[src/rtl/mul_pkg.sv]
// Shared constants and helpers for the pipelined Vedic multiplier family.
package mul_pkg;

    localparam int WIDTH_MIN = 4;
    localparam int WIDTH_MAX = 64;

    function automatic int MUL_LAT(input int width);
        return $clog2(width);
    endfunction

    function automatic bit is_pow2(input int v);
        return (v > 0) && ((v & (v - 1)) == 0);
    endfunction

    // 2x2 leaf cell: the only true multiplication in the tree
    function automatic logic [3:0] mul2x2(input logic [1:0] a, input logic [1:0] b);
        return {2'b00, a} * {2'b00, b};
    endfunction

endpackage

[src/rtl/vedic_combine.sv]
// Urdhva-Tiryagbhyam quadrant combiner: four 2N-bit partial products -> one 4N-bit product.
module vedic_combine #(
    parameter int N = 2
) (
    input  logic [2*N-1:0] i_hh,
    input  logic [2*N-1:0] i_hl,
    input  logic [2*N-1:0] i_lh,
    input  logic [2*N-1:0] i_ll,
    output logic [4*N-1:0] o_p
);

    logic [2*N:0] w_mid;

    assign w_mid = {1'b0, i_hl} + {1'b0, i_lh};
    assign o_p   = {i_hh, {(2*N){1'b0}}}
                 + {{(N-1){1'b0}}, w_mid, {N{1'b0}}}
                 + {{(2*N){1'b0}}, i_ll};

endmodule

[src/rtl/vedic_mul_pipe.sv]
// Pipelined WIDTH x WIDTH Vedic multiplier: one register stage per recursion level,
// lock-step stall, signed operands handled by magnitude plus a carried sign.
module vedic_mul_pipe
    import mul_pkg::*;
#(
    parameter int WIDTH = 16,
    parameter int TAG_W = 4
) (
    input  logic               clk,
    input  logic               rst,
    input  logic               in_valid,
    output logic               in_ready,
    input  logic [WIDTH-1:0]   in_a,
    input  logic [WIDTH-1:0]   in_b,
    input  logic               in_signed,
    input  logic [TAG_W-1:0]   in_tag,
    output logic               out_valid,
    input  logic               out_ready,
    output logic [2*WIDTH-1:0] out_p,
    output logic [TAG_W-1:0]   out_tag
);

    localparam int L = MUL_LAT(WIDTH);

    if (WIDTH < WIDTH_MIN || WIDTH > WIDTH_MAX || !is_pow2(WIDTH) || TAG_W < 1) begin : g_param_check
        $error("vedic_mul_pipe: WIDTH must be a power of two in [%0d,%0d], TAG_W >= 1",
               WIDTH_MIN, WIDTH_MAX);
    end

    logic               w_stall;
    logic [WIDTH-1:0]   w_mag_a;
    logic [WIDTH-1:0]   w_mag_b;
    logic               w_neg_in;

    logic [L:1]         r_vld;
    logic [L-1:1]       r_neg;
    logic [TAG_W-1:0]   r_tag [1:L];

    // The whole pipe moves as one shift register; a held output freezes every stage.
    assign w_stall  = r_vld[L] && !out_ready;
    assign in_ready = !w_stall;

    // |-2^(W-1)| wraps to 2^(W-1), which is still correct as an unsigned magnitude.
    assign w_mag_a  = (in_signed && in_a[WIDTH-1]) ? -in_a : in_a;
    assign w_mag_b  = (in_signed && in_b[WIDTH-1]) ? -in_b : in_b;
    assign w_neg_in = in_signed && (in_a[WIDTH-1] ^ in_b[WIDTH-1]);

    always_ff @(posedge clk) begin
        if (rst) begin
            r_vld    <= '0;
            r_tag[L] <= '0;
        end else if (!w_stall) begin
            r_vld[1] <= in_valid;
            r_neg[1] <= w_neg_in;
            r_tag[1] <= in_tag;
            for (int s = 2; s <= L; s++) begin
                r_vld[s] <= r_vld[s-1];
                r_tag[s] <= r_tag[s-1];
            end
            for (int s = 2; s <= L - 1; s++) begin
                r_neg[s] <= r_neg[s-1];
            end
        end
    end

    // Level k holds (WIDTH>>k)^2 products of (2<<k) bits, indexed [a_digit*D + b_digit].
    for (genvar k = 1; k <= L; k++) begin : g_lvl
        localparam int D  = WIDTH >> k;
        localparam int PW = 2 << k;

        logic [PW-1:0] w_prod [D*D];
        logic [PW-1:0] r_prod [D*D];

        if (k == 1) begin : g_leaf
            // stage 1: 2x2 leaf products
            for (genvar I = 0; I < D; I++) begin : g_row
                for (genvar J = 0; J < D; J++) begin : g_col
                    assign w_prod[I*D+J] = mul2x2(w_mag_a[2*I +: 2], w_mag_b[2*J +: 2]);
                end
            end
        end else begin : g_comb
            // stage k: quadrant combine; the last stage also applies the sign
            for (genvar I = 0; I < D; I++) begin : g_row
                for (genvar J = 0; J < D; J++) begin : g_col
                    logic [PW-1:0] w_sum;

                    vedic_combine #(.N(PW/4)) u_comb (
                        .i_hh (g_lvl[k-1].r_prod[(2*I+1)*(2*D) + 2*J+1]),
                        .i_hl (g_lvl[k-1].r_prod[(2*I+1)*(2*D) + 2*J]),
                        .i_lh (g_lvl[k-1].r_prod[(2*I)*(2*D) + 2*J+1]),
                        .i_ll (g_lvl[k-1].r_prod[(2*I)*(2*D) + 2*J]),
                        .o_p  (w_sum)
                    );

                    assign w_prod[I*D+J] = (k == L && r_neg[L-1]) ? -w_sum : w_sum;
                end
            end
        end

        if (k == L) begin : g_out
            always_ff @(posedge clk) begin
                if (rst) begin
                    r_prod[0] <= '0;
                end else if (!w_stall) begin
                    r_prod[0] <= w_prod[0];
                end
            end
        end else begin : g_mid
            always_ff @(posedge clk) begin
                if (!w_stall) begin
                    r_prod <= w_prod;
                end
            end
        end
    end

    assign out_valid = r_vld[L];
    assign out_tag   = r_tag[L];
    assign out_p     = g_lvl[L].r_prod[0];

endmodule

[config.mk]
export PLATFORM = sky130hd
export DESIGN_NAME = vedic_mul_pipe
export DESIGN_NICKNAME = d
export VERILOG_FILES = /design/src/rtl/mul_pkg.sv /design/src/rtl/vedic_combine.sv /design/src/rtl/vedic_mul_pipe.sv
export SDC_FILE = /design/constraint.sdc
export NUM_CORES = 1
export LEC_CHECK = 0
export CAP_MARGIN = 30
export CORE_ASPECT_RATIO = 1.1
export CORE_MARGIN = 5
export CORE_UTILIZATION = 60
export CTS_BUF_LIST = sky130_fd_sc_hd__clkbuf_2 sky130_fd_sc_hd__clkbuf_4 sky130_fd_sc_hd__clkbuf_8
export DETAILED_ROUTE_END_ITERATION = 16
export GPL_ROUTABILITY_DRIVEN = 1
export PLACE_DENSITY = 0.85
export SYNTH_ARGS = -nofsm -noshare
export SYNTH_HDL_FRONTEND = slang
export SYNTH_SLANG_ARGS = --single-unit
[constraint.sdc]
create_clock -name clk -period 21.1 [get_ports clk]
set_input_delay 4.22 -clock clk [delete_from_list [all_inputs] [get_ports clk]]
set_output_delay 4.22 -clock clk [all_outputs]
set_load 0.01 [all_outputs]
==> results.sh <==
export IMPL_status="finished, final reports clean"
export IMPL_yosysWarningCount=0
export IMPL_multi_input_area_mm2=0.0126
export IMPL_final_cell_area_mm2=0.0314
export IMPL_postCtsSetupRepairBufs=0
export IMPL_grt_pass1_wl_um=90100
export IMPL_setup_viol=0
export IMPL_p_leak_nw=14.4
export IMPL_hold_viol=0
export IMPL_cts_hold_buf=0
export IMPL_drt_iter0_markers=1293
export IMPL_hold_class="reg -> reg"
export IMPL_synth_area_mm2=0.0281
export IMPL_setup_tns_ps=0
export IMPL_port_buffers=78
export IMPL_dp_hpwl_um=39200
export IMPL_num_vias=17400
export IMPL_worstSetupEndpointType="output port"
export IMPL_cts_made_buffers=78
export IMPL_dr_pass1_iters=5
export IMPL_die_area_mm2=0.0512
export IMPL_finalCritPeriodShare=0.510
export IMPL_finalNetCount=2803
export IMPL_n_fill_cell=3152
export IMPL_slew_violations=0
export IMPL_clk_latency_ps=660
export IMPL_drive_above_1_share=0.0760
export IMPL_ir_drop_mv=0.148
export IMPL_critPathKind="in -> out"
export IMPL_wl_per_cell_um=18.5
export IMPL_route_detailed_drc=0
export IMPL_postSynthAreaPerCell_um2=12.8
export IMPL_layout_commonest_cell="edfxtp_1"
export IMPL_start_kind="input pin"
export IMPL_initial_utilization=0.604
export IMPL_power_density_mw_per_mm2=157
export IMPL_post_drt_via_cell_ratio=5.82
export IMPL_instances_no_fill=2991
export IMPL_grt_pass1_vias=18500
export IMPL_fmax_mhz=92.9
export IMPL_cts_tree="built"
export IMPL_cts_path_max_buffers=3
export IMPL_die_w_um=216
export IMPL_layout_min_cycle_time_ps=10760
export IMPL_drt_antenna_violating_nets=0
export IMPL_yosysSeqAreaShare=0.536
export IMPL_tightest_slew_ps=1000
export IMPL_synth_cell_types=68
export IMPL_critical_path_arrival_ps=6540
export IMPL_grt_setup_unrepaired="no"
export IMPL_post_cts_resized=0
export IMPL_cts_sinks=503
export IMPL_syn_to_final_growth_pct=11.8
export IMPL_overflow=0
export IMPL_groute_usage_overall=0.219
export IMPL_antenna_found_initial=2
export IMPL_async_reset_ff_frac=0
export IMPL_synth_enable_flop_cells=499
export IMPL_cp_data_required_time_ps=16880
export IMPL_ios=79
export IMPL_yosys_most_used_dff="edfxtp_1"
export IMPL_synthCells=2195
export IMPL_routed_wl_um=55300
export IMPL_placedCellCount=2852
export IMPL_ys_ff_latch=503
export IMPL_die_h_um=237
export IMPL_htreeDepth=3
export IMPL_slew_headroom=0.332
export IMPL_gp_congestion=0.819
export IMPL_worstPathMaxFanout=107
export IMPL_clk_pin_slew_ps=70
export IMPL_grt_max_degree=108
export IMPL_drv_cap=0
export IMPL_pre_cts_slack_ps=10350
export IMPL_final_seq_area_mm2=0.0151
export IMPL_fp_row_count=83
export IMPL_setup_slack_ps=10340
export IMPL_clock_skew_ps=42.2
export IMPL_dpl_cell_area_mm2=0.0298
export IMPL_cts_root_buffer="clkbuf_8"
export IMPL_core_area_mm2=0.0465
export IMPL_syn_num_nets=2657
export IMPL_final_cell_mix="499 x edfxtp_1, 379 x ha_1, 341 x nor2_1"
==> layer usage <==
layer	global-route usage	up-vias	routed length (um)
li1	-	8303	-
met1	0.264	8400	21600
met2	0.394	573	28100
met3	0.0313	146	3460
met4	0.0937	0	2110
met5	0	-	0
==> layout make-up <==
type,instances,area share
repair buffers,113,0.0372
flip-flops and latches,503,0.480
inverters,75,0.00921
well taps,595,0.0237
clock inverters,35,0.00845
multi-input cells,1570,0.402
diodes,1,0.0000797
clock buffers,99,0.0394
==> where the power goes <==
| part | switching, mW | internal [mW] |
|---|---|---|
| registers | 0.105 | 1.46 |
| logic | 1.46 | 1.09 |
| clock network | 0.369 | 0.433 |
==> worst paths after layout <==
check | from | endpoint | slack, ps | cells past startpoint
worst max-delay path | out_ready | in_ready | 10340 | 4
worst min-delay path | g_lvl[1].r_prod[229] | g_lvl[2].r_prod[97] | 390 | 0
worst max register to register | g_lvl[3].r_prod[16] | g_lvl[4].r_prod[0][29] | 15430 | 21
worst min register to register | g_lvl[1].r_prod[229] | g_lvl[2].r_prod[97] | 390 | 0
==> registers in the layout, summed over array words and instances, names as in the netlist <==
name          cells
g_lvl.r_prod    480
r_neg             3
r_tag            16
r_vld             4
==> cells by family after synthesis <==
logic type      count (synthesis)  share of synthesized area
mux                            12                    0.00428
simple gates                  505                     0.0784
compound gates                394                     0.0907
xor+xnor                      238                     0.0742
fa+ha+maj                     421                      0.199
flops                         503                      0.536
buf+inv                       122                     0.0172
==> critical path, cell delays in order <==
cell,delay (ps)
clkdlybuf4s50_1,400
nor2b_1,730
inv_8,450
clkdlybuf4s50_1,630
==> through the flow <==
step                 util  total power, mW  hold slack, ps
floorplan               -             3.50             400
global placement    0.638             3.94             401
detailed placement  0.640             4.09             405
CTS                 0.673             4.91             398
global route        0.675             5.30             425
finish              0.675             4.92             386
==> cells in the mapped netlist, types with 4 or more instances <==
cell type / count / area [um2]
fa_1: 42 / 841
ha_1: 379 / 4740
o2111ai_1: 5 / 43.8
mux2i_1: 12 / 120
clkbuf_1: 38 / 143
nand2_1: 43 / 161
o21ai_1: 5 / 25.0
nor3_1: 16 / 80.1
xnor2_1: 161 / 1410
edfxtp_1: 499 / 15000
nand2b_1: 13 / 81.3
and2_1: 13 / 81.3
o21ai_0: 36 / 180
xor2_1: 77 / 674
nand3_1: 14 / 70.1
or3_1: 12 / 75.1
or2_2: 4 / 25.0
a21o_1: 93 / 698
o31ai_1: 12 / 90.1
nor2b_1: 15 / 93.8
nor4_1: 8 / 50.1
o21a_1: 4 / 30.0
buf_4: 4 / 30.0
a211oi_1: 6 / 45.0
nand4_1: 4 / 25.0
inv_1: 73 / 274
nor2_1: 341 / 1280
a21oi_1: 152 / 761
o21bai_1: 50 / 375
dfxtp_1: 4 / 80.1
(Power assumes the default switching activity.)
